### config.mk
export PLATFORM = sky130hd
export DESIGN_NAME = pong_game_ctrl
export DESIGN_NICKNAME = d
export VERILOG_FILES = /design/src/rtl/pong_pkg.sv /design/src/rtl/pong_tick_gen.sv /design/src/rtl/pong_game_ctrl.sv
export SDC_FILE = /design/constraint.sdc
export NUM_CORES = 1
export LEC_CHECK = 0
export ABC_AREA = 0
export CAP_MARGIN = 20
export CORE_MARGIN = 8
export CORE_UTILIZATION = 50
export DETAILED_ROUTE_END_ITERATION = 12
export DONT_BUFFER_PORTS = 1
export GPL_TIMING_DRIVEN = 0
export SETUP_SLACK_MARGIN = 0.3
export SLEW_MARGIN = 20
export SYNTH_ARGS = -nofsm -noshare
export SYNTH_HDL_FRONTEND = slang
export SYNTH_HIERARCHICAL = 1
export SYNTH_SLANG_ARGS = --single-unit
### constraint.sdc
create_clock -name clk -period 3.2 [get_ports clk]
set_input_delay 0.32 -clock clk [delete_from_list [all_inputs] [get_ports clk]]
set_output_delay 0.32 -clock clk [all_outputs]
set_load 0.05 [all_outputs]
### src/rtl/pong_pkg.sv
// Shared definitions for the Pong game sequencer:
// state encodings, serve directions and score width.
package pong_pkg;

  localparam int SCORE_W = 4;

  typedef enum logic [2:0] {
    IDLE     = 3'd0,
    POSITION = 3'd1,
    SERVE    = 3'd2,
    PLAY     = 3'd3,
    POINT    = 3'd4,
    END      = 3'd5,
    PAUSE    = 3'd6
  } state_e;

  localparam logic DIR_RIGHT = 1'b0;
  localparam logic DIR_LEFT  = 1'b1;

endpackage

### src/rtl/pong_tick_gen.sv
// Divides frame_start pulses into game ticks.
// tick is combinational: high in the frame_start cycle that wraps the count.
module pong_tick_gen #(
  parameter int unsigned FRAME_DIV = 1
) (
  input  logic clk,
  input  logic rst,
  input  logic frame_start,
  output logic tick
);

  localparam logic [7:0] LAST = 8'(FRAME_DIV - 1);

  logic [7:0] r_frame_cnt;
  logic       w_wrap;

  assign w_wrap = (r_frame_cnt == LAST);
  assign tick   = frame_start & w_wrap;

  always_ff @(posedge clk) begin
    if (rst) begin
      r_frame_cnt <= '0;
    end else if (frame_start) begin
      r_frame_cnt <= w_wrap ? '0 : r_frame_cnt + 8'd1;
    end
  end

endmodule

### src/rtl/pong_game_ctrl.sv
// Frame-synchronous Pong game sequencer with req/done update handshake.
// Optional pause in PLAY enabled by defining PONG_PAUSE_EN.
module pong_game_ctrl
  import pong_pkg::*;
#(
  parameter int unsigned WIN         = 4,
  parameter int unsigned FRAME_DIV   = 1,
  parameter int unsigned SERVE_DELAY = 30,
  parameter int unsigned END_HOLD    = 120
) (
  input  logic               clk,
  input  logic               rst,
  input  logic               frame_start,
  input  logic               center,
  input  logic               upd_done,
  input  logic               coll_l,
  input  logic               coll_r,
  output logic               upd_req,
  output logic               pos_req,
  output logic               serve_dir,
  output logic [SCORE_W-1:0] score_l,
  output logic [SCORE_W-1:0] score_r,
  output logic [2:0]         state,
  output logic               winner
);

  localparam logic [SCORE_W:0] WIN_V = (SCORE_W+1)'(WIN);
  localparam logic [15:0]      SD_V  = 16'(SERVE_DELAY);
  localparam logic [15:0]      EH_V  = 16'(END_HOLD);

  logic w_tick;

  pong_tick_gen #(
    .FRAME_DIV(FRAME_DIV)
  ) u_tick (
    .clk        (clk),
    .rst        (rst),
    .frame_start(frame_start),
    .tick       (w_tick)
  );

  state_e             r_state, w_state_n;
  logic [2:0]         r_state_o, w_state_o_n;
  logic               r_upd_req, w_upd_req_n;
  logic               r_pos_req, w_pos_req_n;
  logic               r_dir, w_dir_n;
  logic [SCORE_W-1:0] r_score_l, w_score_l_n;
  logic [SCORE_W-1:0] r_score_r, w_score_r_n;
  logic               r_winner, w_winner_n;
  logic [15:0]        r_serve_cnt, w_serve_cnt_n;
  logic [15:0]        r_end_cnt, w_end_cnt_n;
  logic               r_coll_r, w_coll_r_n;
  logic               r_center_q;
  logic               r_pause, w_pause_n;

  logic             w_rise;
  logic             w_done;
  logic             w_paused;
  logic [SCORE_W:0] w_inc_l;
  logic [SCORE_W:0] w_inc_r;

  assign w_rise  = center & ~r_center_q;
  assign w_done  = r_upd_req & upd_done;
  assign w_inc_l = {1'b0, r_score_l} + (SCORE_W+1)'(1);
  assign w_inc_r = {1'b0, r_score_r} + (SCORE_W+1)'(1);

`ifdef PONG_PAUSE_EN
  assign w_paused = r_pause;
`else
  assign w_paused = 1'b0;
`endif

  always_ff @(posedge clk) begin
    if (rst) begin
      r_state     <= IDLE;
      r_state_o   <= 3'(IDLE);
      r_upd_req   <= 1'b0;
      r_pos_req   <= 1'b0;
      r_dir       <= DIR_RIGHT;
      r_score_l   <= '0;
      r_score_r   <= '0;
      r_winner    <= 1'b0;
      r_serve_cnt <= '0;
      r_end_cnt   <= '0;
      r_coll_r    <= 1'b0;
      r_center_q  <= 1'b0;
      r_pause     <= 1'b0;
    end else begin
      r_state     <= w_state_n;
      r_state_o   <= w_state_o_n;
      r_upd_req   <= w_upd_req_n;
      r_pos_req   <= w_pos_req_n;
      r_dir       <= w_dir_n;
      r_score_l   <= w_score_l_n;
      r_score_r   <= w_score_r_n;
      r_winner    <= w_winner_n;
      r_serve_cnt <= w_serve_cnt_n;
      r_end_cnt   <= w_end_cnt_n;
      r_coll_r    <= w_coll_r_n;
      r_center_q  <= center;
      r_pause     <= w_pause_n;
    end
  end

  always_comb begin
    w_state_n     = r_state;
    w_upd_req_n   = r_upd_req;
    w_dir_n       = r_dir;
    w_score_l_n   = r_score_l;
    w_score_r_n   = r_score_r;
    w_winner_n    = r_winner;
    w_serve_cnt_n = r_serve_cnt;
    w_end_cnt_n   = r_end_cnt;
    w_coll_r_n    = r_coll_r;
    w_pause_n     = r_pause;

    case (r_state)
      IDLE: begin
        if (center) begin
          w_score_l_n = '0;
          w_score_r_n = '0;
          w_dir_n     = DIR_RIGHT;
          w_state_n   = POSITION;
        end
      end
      POSITION: begin
        w_serve_cnt_n = '0;
        w_state_n     = (SERVE_DELAY == 0) ? PLAY : SERVE;
      end
      SERVE: begin
        if (r_serve_cnt == SD_V) begin
          w_state_n = PLAY;
        end else if (w_tick) begin
          w_serve_cnt_n = r_serve_cnt + 16'd1;
        end
      end
      PLAY: begin
`ifdef PONG_PAUSE_EN
        if (w_rise) w_pause_n = ~r_pause;
`endif
        if (w_done) begin
          w_upd_req_n = 1'b0;
          if (coll_r | coll_l) begin
            w_coll_r_n = coll_r;
            w_state_n  = POINT;
          end
        end else if (w_tick && !r_upd_req && !w_paused) begin
          w_upd_req_n = 1'b1;
        end
      end
      POINT: begin
        w_state_n = POSITION;
        if (r_coll_r) begin
          w_dir_n = DIR_LEFT;
          if (w_inc_l <= WIN_V) w_score_l_n = w_inc_l[SCORE_W-1:0];
          if (w_inc_l == WIN_V) begin
            w_winner_n  = 1'b0;
            w_end_cnt_n = '0;
            w_state_n   = END;
          end
        end else begin
          w_dir_n = DIR_RIGHT;
          if (w_inc_r <= WIN_V) w_score_r_n = w_inc_r[SCORE_W-1:0];
          if (w_inc_r == WIN_V) begin
            w_winner_n  = 1'b1;
            w_end_cnt_n = '0;
            w_state_n   = END;
          end
        end
      end
      END: begin
        if (w_rise || r_end_cnt == EH_V) begin
          w_state_n = IDLE;
        end else if (w_tick) begin
          w_end_cnt_n = r_end_cnt + 16'd1;
        end
      end
      default: w_state_n = IDLE;
    endcase

    if (w_state_n != PLAY) w_pause_n = 1'b0;
  end

  assign w_pos_req_n = (w_state_n == POSITION);
  assign w_state_o_n = w_pause_n ? 3'(PAUSE) : 3'(w_state_n);

  assign upd_req   = r_upd_req;
  assign pos_req   = r_pos_req;
  assign serve_dir = r_dir;
  assign score_l   = r_score_l;
  assign score_r   = r_score_r;
  assign state     = r_state_o;
  assign winner    = r_winner;

endmodule

==> results of run 1 <==
## path summary, 6_finish.rpt
check,from,endpoint,cells after the start
worst max register to register,score_l[0],r_end_cnt[10],8
worst min register to register,u_tick/r_frame_cnt[7],u_tick/r_frame_cnt[7],2
worst min-delay path,upd_done,upd_req,1
worst max-delay path,score_l[0],r_end_cnt[10],8
## cells in the final DEF (no fill, tap or decap), types with 3 or more instances in the layout
cell type and n:
sky130_fd_sc_hd__buf_2 3, sky130_fd_sc_hd__a311oi_1 3, sky130_fd_sc_hd__dfxtp_1 59, sky130_fd_sc_hd__o31ai_1 10, sky130_fd_sc_hd__and2_1 5, sky130_fd_sc_hd__a21oi_1 27, sky130_fd_sc_hd__or2_2 4, sky130_fd_sc_hd__mux2i_1 4
sky130_fd_sc_hd__nand3b_1 5, sky130_fd_sc_hd__or4_1 8, sky130_fd_sc_hd__inv_1 13, sky130_fd_sc_hd__xnor2_1 3, sky130_fd_sc_hd__nand2b_1 4, sky130_fd_sc_hd__or3_1 9, sky130_fd_sc_hd__ha_1 10, sky130_fd_sc_hd__nand2_1 18
sky130_fd_sc_hd__a22oi_1 5, sky130_fd_sc_hd__clkbuf_1 8, sky130_fd_sc_hd__nor3b_1 5, sky130_fd_sc_hd__and3_1 5, sky130_fd_sc_hd__and4_1 5, sky130_fd_sc_hd__xor2_1 17, sky130_fd_sc_hd__nand4_1 18, sky130_fd_sc_hd__buf_6 5
sky130_fd_sc_hd__nor4_1 4, sky130_fd_sc_hd__clkbuf_8 10, sky130_fd_sc_hd__o21ai_0 14, sky130_fd_sc_hd__o211ai_1 3, sky130_fd_sc_hd__nor2b_1 6, sky130_fd_sc_hd__nor2_1 35, sky130_fd_sc_hd__nand3_1 17, sky130_fd_sc_hd__and4b_1 3
## flip-flops by register name, indices dropped and copies added, names as in the netlist, 3 cells and up
signal              flops
r_end_cnt              16
r_serve_cnt            16
u_tick/r_frame_cnt      8
score_l                 4
score_r                 4
r_state                 3
state                   3
## cell type report
class,count,area (um^2)
tap,77,96.3
inverter,13,48.8
sequential,61,1220
buffer,18,121
clock buffer,12,145
clock inverter,4,47.5
multi-input combinational,281,1870
fill,613,2770
## routing by layer
metal	up-vias	GRT usage [%]	share of wire, %
met5	-	0	0
met4	0	8.52	1.6
met3	9	3.13	2.9
met2	22	24.5	46
met1	1269	18.3	49
li1	1402	-	-
## per-stage QoR
stage / util [%] / power (W)
after CTS: 56.1 / 0.00157
final: 56.2 / 0.00154
after global routing: 56.2 / 0.00160
after detailed placement: 53.0 / 0.000883
after floorplan: - / 0.000863
after global placement: 53.0 / 0.000882
## logic make-up (layout without fill, tap and decap cells)
logic type                 count (synthesis)  after routing
muxes                                      5              5
AOI/OAI and AO/OA                         80             80
DFF                                       61             61
xor gates and xnor gates                  20             20
and+or+nand+nor                          166            166
buffers and inverters                     31             47
adders and majority gates                 10             10
## power by group through the flow
stage,clock network (W),logic [W],registers [W]
2_1_floorplan,0,0.0000637,0.000800
3_3_place_gp,0,0.0000814,0.000801
3_5_place_dp,0,0.0000822,0.000801
4_1_cts,0.000700,0.0000826,0.000783
5_1_grt,0.000721,0.0000928,0.000784
6_report,0.000672,0.0000817,0.000783
==> flow_results.xml, run 1 <==
<?xml version="1.0" encoding="UTF-8"?>
<metrics>
  <group name="detailed_routing">
    <metric name="total_via_count_after_detailed_routing" unit="">2702</metric>
    <metric name="drt_wl_total" unit="um">6970</metric>
    <metric name="firstDrtPassIters" unit="">4</metric>
    <metric name="drt-vias-per-instance" unit="">5.80</metric>
    <metric name="first_iter_violations" unit="">96</metric>
    <metric name="detail_route.drc_violations" unit="">0</metric>
    <metric name="avgRoutedWirePerCell" unit="um">15.0</metric>
    <metric name="ant_nets" unit="">0</metric>
  </group>
  <group name="sta">
    <metric name="post-route-min-period" unit="ns">2.62</metric>
    <metric name="fin_skew" unit="ns">0.00639</metric>
    <metric name="totalNegativeSetupSlack" unit="ns">0</metric>
    <metric name="post-route-period-util" unit="%">81.8</metric>
    <metric name="maximum_clock_frequency" unit="GHz">0.382</metric>
    <metric name="worst_slew_pin_slew" unit="ns">0.670</metric>
    <metric name="maxSlewHeadroom" unit="%">55.3</metric>
    <metric name="final.setup.worst_slack" unit="ns">0.581</metric>
    <metric name="grt_setup_unrepaired" unit="">false</metric>
    <metric name="finalHoldWorstSlack" unit="ns">0.0973</metric>
    <metric name="final_max_slew_viol_count" unit="">0</metric>
    <metric name="hold_viol_final" unit="">0</metric>
    <metric name="report.final.setup_viol" unit="">0</metric>
  </group>
  <group name="cts">
    <metric name="cts_hold_buffers" unit="">0</metric>
    <metric name="cts_tree" unit="">built</metric>
    <metric name="clk_latency" unit="ns">0.34</metric>
    <metric name="cts_max_level" unit="">3</metric>
    <metric name="clock_tree_sinks" unit="">61</metric>
    <metric name="clk_pin_slew" unit="ns">0.07</metric>
    <metric name="tritoncts_buffer_count" unit="">9</metric>
    <metric name="clock-root-buffer" unit="">sky130_fd_sc_hd__clkbuf_8</metric>
    <metric name="postCtsSetupRepairBufs" unit="">0</metric>
    <metric name="cts.path.max_buffers" unit="">2</metric>
    <metric name="post_cts_resized" unit="">0</metric>
  </group>
  <group name="floorplan">
    <metric name="initial_utilization" unit="%">51.5</metric>
    <metric name="die_x" unit="um">96.6</metric>
    <metric name="die_area" unit="um^2">9340</metric>
    <metric name="ios" unit="">22</metric>
    <metric name="die_h" unit="um">96.6</metric>
    <metric name="core" unit="um^2">6310</metric>
    <metric name="rows" unit="">29</metric>
  </group>
  <group name="placement">
    <metric name="placed_cell_area" unit="um^2">3350</metric>
    <metric name="preCtsSetupSlack" unit="ns">0.393</metric>
    <metric name="buffer_ports.inserted" unit="">0</metric>
    <metric name="gp_congestion" unit="">0.786</metric>
    <metric name="dp.final_hpwl" unit="um">4930</metric>
    <metric name="post-place-cells" unit="">450</metric>
  </group>
  <group name="synth">
    <metric name="post-synth-top-count-cell" unit="">sky130_fd_sc_hd__dfxtp_1</metric>
    <metric name="synth_adder_area_share" unit="%">3.85</metric>
    <metric name="netlist_instances" unit="">373</metric>
    <metric name="synth-edff-count" unit="">0</metric>
    <metric name="synth.distinct_cells" unit="">62</metric>
    <metric name="yosys_register_bits" unit="">61</metric>
    <metric name="synth_commonest_cells" unit="">61 x sky130_fd_sc_hd__dfxtp_1, 35 x sky130_fd_sc_hd__nor2_1, 27 x sky130_fd_sc_hd__a21oi_1, 18 x sky130_fd_sc_hd__nand2_1, 18 x sky130_fd_sc_hd__nand4_1</metric>
    <metric name="yosys-top-cells-area" unit="">sky130_fd_sc_hd__dfxtp_1 38%, sky130_fd_sc_hd__xor2_1 4.6%, sky130_fd_sc_hd__a21oi_1 4.2%</metric>
    <metric name="netlist.area_leader.share" unit="%">37.6</metric>
    <metric name="async_flop_share" unit="%">0</metric>
    <metric name="post_synth_instance_area" unit="um^2">3250</metric>
    <metric name="post_synthesis_share_of_cell_area_spent_on_and_or_nand_and_nor_gates" unit="%">30.0</metric>
    <metric name="predominant_post_synthesis_flop_cell" unit="">sky130_fd_sc_hd__dfxtp_1</metric>
    <metric name="fraction_of_synthesized_cell_area_in_xor_and_xnor_cells" unit="%">5.39</metric>
    <metric name="synth.area.mux_share" unit="%">1.58</metric>
    <metric name="combinational_family_with_the_most_area_after_synthesis" unit="">simple AND/OR/NAND/NOR gates</metric>
    <metric name="mappedNetlistNets" unit="">390</metric>
    <metric name="yosys_warnings" unit="">6</metric>
    <metric name="synth_sequential_area_ratio" unit="%">37.6</metric>
    <metric name="post_synth.cell_area_avg" unit="um^2">8.72</metric>
    <metric name="synth-compound-area-share" unit="%">16.4</metric>
    <metric name="cell_type_contributing_the_most_total_cell_area_after_synthesis" unit="">sky130_fd_sc_hd__dfxtp_1</metric>
  </group>
  <group name="worst_setup_path">
    <metric name="path_cells" unit="">ha_1, and2b_1, a21oi_1, o311ai_2, o21ai_0, nand2b_1, buf_6, a21oi_1</metric>
    <metric name="worst_path_largest_cell_delay" unit="ns">0.56</metric>
    <metric name="worst_path_most_repeated_cell" unit="">sky130_fd_sc_hd__a21oi_1</metric>
    <metric name="path_max_fanout" unit="">10</metric>
    <metric name="crit_type" unit="">register to register</metric>
    <metric name="crit_slowest_cell" unit="">sky130_fd_sc_hd__dfxtp_2</metric>
    <metric name="critPathBufInv" unit="">1</metric>
    <metric name="worst_setup_path_start_kind" unit="">register</metric>
    <metric name="crit_path_end_kind" unit="">register</metric>
    <metric name="critical_path_arrival" unit="ns">2.89</metric>
    <metric name="crit_family" unit="">compound AO/OA/AOI/OAI gates</metric>
    <metric name="regToRegSetupSlack" unit="ns">0.58</metric>
    <metric name="critical_path_required" unit="ns">3.47</metric>
  </group>
  <group name="power">
    <metric name="power.share.switching" unit="%">23.6</metric>
    <metric name="power.density" unit="nW/um^2">433</metric>
    <metric name="power.net_switching" unit="W">0.000364</metric>
    <metric name="p_int" unit="W">0.00117</metric>
    <metric name="p_comb_share" unit="%">5.3</metric>
    <metric name="leakage" unit="nW">1.28</metric>
    <metric name="vdd.ir_drop.worst" unit="mV">0.269</metric>
    <metric name="pwr-share-clk" unit="%">43.7</metric>
    <metric name="p_seq_share" unit="%">51.0</metric>
  </group>
  <group name="global_routing">
    <metric name="first_global_vias" unit="">2584</metric>
    <metric name="grt_max_degree" unit="">11</metric>
    <metric name="grt_antenna_before_repair" unit="">0</metric>
    <metric name="grt-ovfl-total" unit="">0</metric>
    <metric name="grt.total_usage" unit="%">15.2</metric>
    <metric name="grt_first_pass_wirelength" unit="um">12100</metric>
  </group>
  <group name="finish">
    <metric name="final_cell_count_no_fill" unit="">466</metric>
    <metric name="post_synthesis_to_final_layout_area_growth" unit="%">9.12</metric>
    <metric name="finish.instance_area" unit="um^2">3550</metric>
    <metric name="finish.net_count" unit="">401</metric>
    <metric name="antenna-diode-count" unit="">0</metric>
    <metric name="layout-drive-gt1-share" unit="%">12.3</metric>
  </group>
  <group name="run_status">
    <metric name="status" unit="">completed</metric>
  </group>
  <group name="worst_hold_path">
    <metric name="hp-class" unit="">primary input to register</metric>
  </group>
  <group name="flow_run">
    <metric name="drv.max_cap_violation_count" unit="">0</metric>
  </group>
</metrics>
No activity file was read; power rests on OpenSTA's default activity.
==> run 2, diff against run 1 <==
--- a/config.mk
+++ b/config.mk
@@ -12,6 +12,7 @@
 export DETAILED_ROUTE_END_ITERATION = 12
 export DONT_BUFFER_PORTS = 1
 export GPL_TIMING_DRIVEN = 0
+export PLACE_DENSITY = 0.68
 export SETUP_SLACK_MARGIN = 0.3
 export SLEW_MARGIN = 20
 export SYNTH_ARGS = -nofsm -noshare
==> constraint.sdc (replaced) <==
create_clock -name clk -period 2.2 [get_ports clk]
set_input_delay 0.22 -clock clk [delete_from_list [all_inputs] [get_ports clk]]
set_output_delay 0.22 -clock clk [all_outputs]
set_load 0.05 [all_outputs]
==> run 2 against run 1 <==
  * The flow now finishes with violations (setup timing)
  * First-iteration DRC count grew 48%
  * Total power up 40%
  * Utilization up 11 points
  * Non-clock buffer count grew 32
  * Critical endpoint is now r_end_cnt[8]
  * Largest cell class unchanged
  * Largest power group unchanged
==> flow_results.xml, run 2 (synthesis results as in run 1) <==
<?xml version="1.0" encoding="UTF-8"?>
<metrics>
  <group name="run_status">
    <metric name="status" unit="">finished, violations left</metric>
    <metric name="failed_checks" unit="">setup timing</metric>
  </group>
  <group name="sta">
    <metric name="post-route-min-period" unit="ns">2.23</metric>
    <metric name="fin_skew" unit="ns">0.0136</metric>
    <metric name="maxSlewHeadroom" unit="%">60.6</metric>
    <metric name="hold_viol_final" unit="">0</metric>
    <metric name="final.setup.worst_slack" unit="ns">-0.0318</metric>
    <metric name="maximum_clock_frequency" unit="GHz">0.448</metric>
    <metric name="report.final.setup_viol" unit="">3</metric>
    <metric name="final_max_slew_viol_count" unit="">0</metric>
    <metric name="worst_slew_pin_slew" unit="ns">0.590</metric>
    <metric name="post-route-period-util" unit="%">101</metric>
    <metric name="grt_setup_unrepaired" unit="">true</metric>
  </group>
  <group name="worst_setup_path">
    <metric name="crit_slowest_cell" unit="">sky130_fd_sc_hd__or4_4</metric>
    <metric name="crit_type" unit="">register to register</metric>
    <metric name="path_cells" unit="">inv_4, ha_4, nor4b_4, and4_1, clkbuf_8, o221a_4, buf_6, o21ai_4, or4_4, a21oi_2</metric>
    <metric name="critical_path_required" unit="ns">2.48</metric>
    <metric name="worst_path_largest_cell_delay" unit="ns">0.53</metric>
    <metric name="critPathBufInv" unit="">3</metric>
    <metric name="crit_path_end_kind" unit="">register</metric>
    <metric name="critical_path_arrival" unit="ns">2.51</metric>
    <metric name="cp.depth" unit="">10</metric>
    <metric name="crit_family" unit="">simple AND/OR/NAND/NOR gates</metric>
    <metric name="worst_r2r_path_depth" unit="">10</metric>
    <metric name="path_max_fanout" unit="">6</metric>
    <metric name="worst_setup_path_start_kind" unit="">register</metric>
  </group>
  <group name="finish">
    <metric name="layout_commonest_cell" unit="">sky130_fd_sc_hd__dfxtp_1</metric>
    <metric name="antenna-diode-count" unit="">0</metric>
    <metric name="final_cell_mix" unit="">44 x sky130_fd_sc_hd__dfxtp_1, 34 x sky130_fd_sc_hd__nor2_1, 21 x sky130_fd_sc_hd__buf_4, 18 x sky130_fd_sc_hd__nand4_1, 17 x sky130_fd_sc_hd__xor2_1</metric>
    <metric name="largest_registers" unit="">r_end_cnt: 16 flops, r_serve_cnt: 16 flops, u_tick/r_frame_cnt: 8 flops</metric>
    <metric name="finish.utilization" unit="%">66.9</metric>
    <metric name="layout-drive-gt1-share" unit="%">34.9</metric>
    <metric name="finish.instance_area" unit="um^2">4230</metric>
    <metric name="post_synthesis_to_final_layout_area_growth" unit="%">30.0</metric>
    <metric name="finish.net_count" unit="">433</metric>
  </group>
  <group name="placement">
    <metric name="placed_cell_area" unit="um^2">3440</metric>
    <metric name="preCtsSetupSlack" unit="ns">-0.123</metric>
    <metric name="gp_congestion" unit="">0.813</metric>
    <metric name="buffer_ports.inserted" unit="">0</metric>
    <metric name="dp.final_hpwl" unit="um">4860</metric>
  </group>
  <group name="worst_hold_path">
    <metric name="hp-class" unit="">primary input to register</metric>
    <metric name="worstHoldPathCells" unit="">2</metric>
  </group>
  <group name="detailed_routing">
    <metric name="total_via_count_after_detailed_routing" unit="">2953</metric>
    <metric name="first_iter_violations" unit="">142</metric>
    <metric name="drt-vias-per-instance" unit="">5.93</metric>
    <metric name="ant_nets" unit="">0</metric>
    <metric name="firstDrtPassIters" unit="">5</metric>
    <metric name="detail_route.drc_violations" unit="">0</metric>
    <metric name="avgRoutedWirePerCell" unit="um">16.1</metric>
    <metric name="drt_wl_total" unit="um">8040</metric>
  </group>
  <group name="power">
    <metric name="leakage" unit="nW">1.51</metric>
    <metric name="vdd.ir_drop.worst" unit="mV">0.371</metric>
    <metric name="power.density" unit="nW/um^2">509</metric>
  </group>
  <group name="global_routing">
    <metric name="globalRoute.busiestLayer" unit="">met2</metric>
    <metric name="grt_first_pass_wirelength" unit="um">12700</metric>
    <metric name="grt_max_degree" unit="">11</metric>
    <metric name="grt.total_usage" unit="%">16.1</metric>
    <metric name="first_global_vias" unit="">2703</metric>
    <metric name="globalRouteMet2Util" unit="%">26.5</metric>
    <metric name="globalRouteMet3Util" unit="%">3.70</metric>
    <metric name="grt_antenna_before_repair" unit="">0</metric>
    <metric name="grt-ovfl-total" unit="">0</metric>
    <metric name="met1_usage" unit="%">19.2</metric>
  </group>
  <group name="cts">
    <metric name="clock-root-buffer" unit="">sky130_fd_sc_hd__clkbuf_8</metric>
    <metric name="cts_tree" unit="">built</metric>
    <metric name="cts.path.max_buffers" unit="">2</metric>
    <metric name="clk_pin_slew" unit="ns">0.07</metric>
    <metric name="clock_tree_sinks" unit="">61</metric>
    <metric name="cts_max_level" unit="">3</metric>
    <metric name="tritoncts_buffer_count" unit="">9</metric>
    <metric name="clk_latency" unit="ns">0.34</metric>
  </group>
  <group name="floorplan">
    <metric name="rows" unit="">29</metric>
    <metric name="die_h" unit="um">96.6</metric>
    <metric name="die_area" unit="um^2">9340</metric>
    <metric name="initial_utilization" unit="%">51.5</metric>
    <metric name="die_x" unit="um">96.6</metric>
    <metric name="ios" unit="">22</metric>
    <metric name="core" unit="um^2">6310</metric>
  </group>
  <group name="flow_run">
    <metric name="drv.max_cap_violation_count" unit="">0</metric>
  </group>
</metrics>
==> run 2: changes by cell type in the layout (fill, tap and decap cells not counted), moves of 8 or more <==
cell / previous run / this run
sky130_fd_sc_hd__a21oi_1: 27 / 16
sky130_fd_sc_hd__a21oi_2: 2 / 13
sky130_fd_sc_hd__buf_4: 2 / 21
sky130_fd_sc_hd__buf_6: 5 / 15
sky130_fd_sc_hd__dfxtp_1: 59 / 44
sky130_fd_sc_hd__dfxtp_2: 2 / 11
sky130_fd_sc_hd__nand3_1: 17 / 8
sky130_fd_sc_hd__nand3_2: 0 / 8
==> run 2: per-layer routing <==
| metal | wire (um) | vias to the layer above | share of wire (%) |
|---|---|---|---|
| li1 | - | 1462 | - |
| met1 | 3590 | 1432 | 45 |
| met2 | 4030 | 51 | 50 |
| met3 | 314 | 8 | 3.9 |
| met4 | 101 | 0 | 1.3 |
| met5 | 0 | - | 0 |
==> run 2: stage by stage <==
step	setup TNS, ns	hold WS, ns	power (W)	std cells
after floorplan	0	0.336	0.00126	373
after global placement	-0.479	0.349	0.00128	450
after detailed placement	-1.08	0.352	0.00128	450
after CTS	-0.0374	0.00766	0.00214	482
after global routing	-0.762	0.0531	0.00222	498
final	-0.0725	0.0432	0.00215	498
==> run 2: area by class of cell <==
class	count	area [um^2]
Clock inverter	2	10.0
Sequential cell	61	1260
Buffer	18	140
Multi-Input combinational cell	281	2220
Inverter	13	51.3
Fill cell	496	2090
Timing Repair Buffer	32	295
Clock buffer	14	153
Tap cell	77	96.3
==> run 2: path summary, 6_finish.rpt <==
kind	from	end	slack, ns
setup reg to reg	u_tick/r_frame_cnt[0]	r_end_cnt[8]	-0.03
hold / removal	coll_r	r_coll_r	0.04
hold reg to reg	r_end_cnt[5]	r_end_cnt[5]	0.49
setup / recovery	u_tick/r_frame_cnt[0]	r_end_cnt[8]	-0.03
==> run 2: power breakdown <==
group / switching, W / internal (W) / total [W]
logic: 0.0000950 / 0.0000652 / 0.000160
registers: 0.0000243 / 0.00111 / 0.00113
clock network: 0.000419 / 0.000438 / 0.000856
==> run 2: repair_timing <==
item,in CTS,in global routing
resized for setup,34,66
setup buffers,14,14
endpoints found under the hold margin,1,0
setup endpoints to repair,40,45
hold buffers,1,0
pin swaps,24,42
cloned,1,2
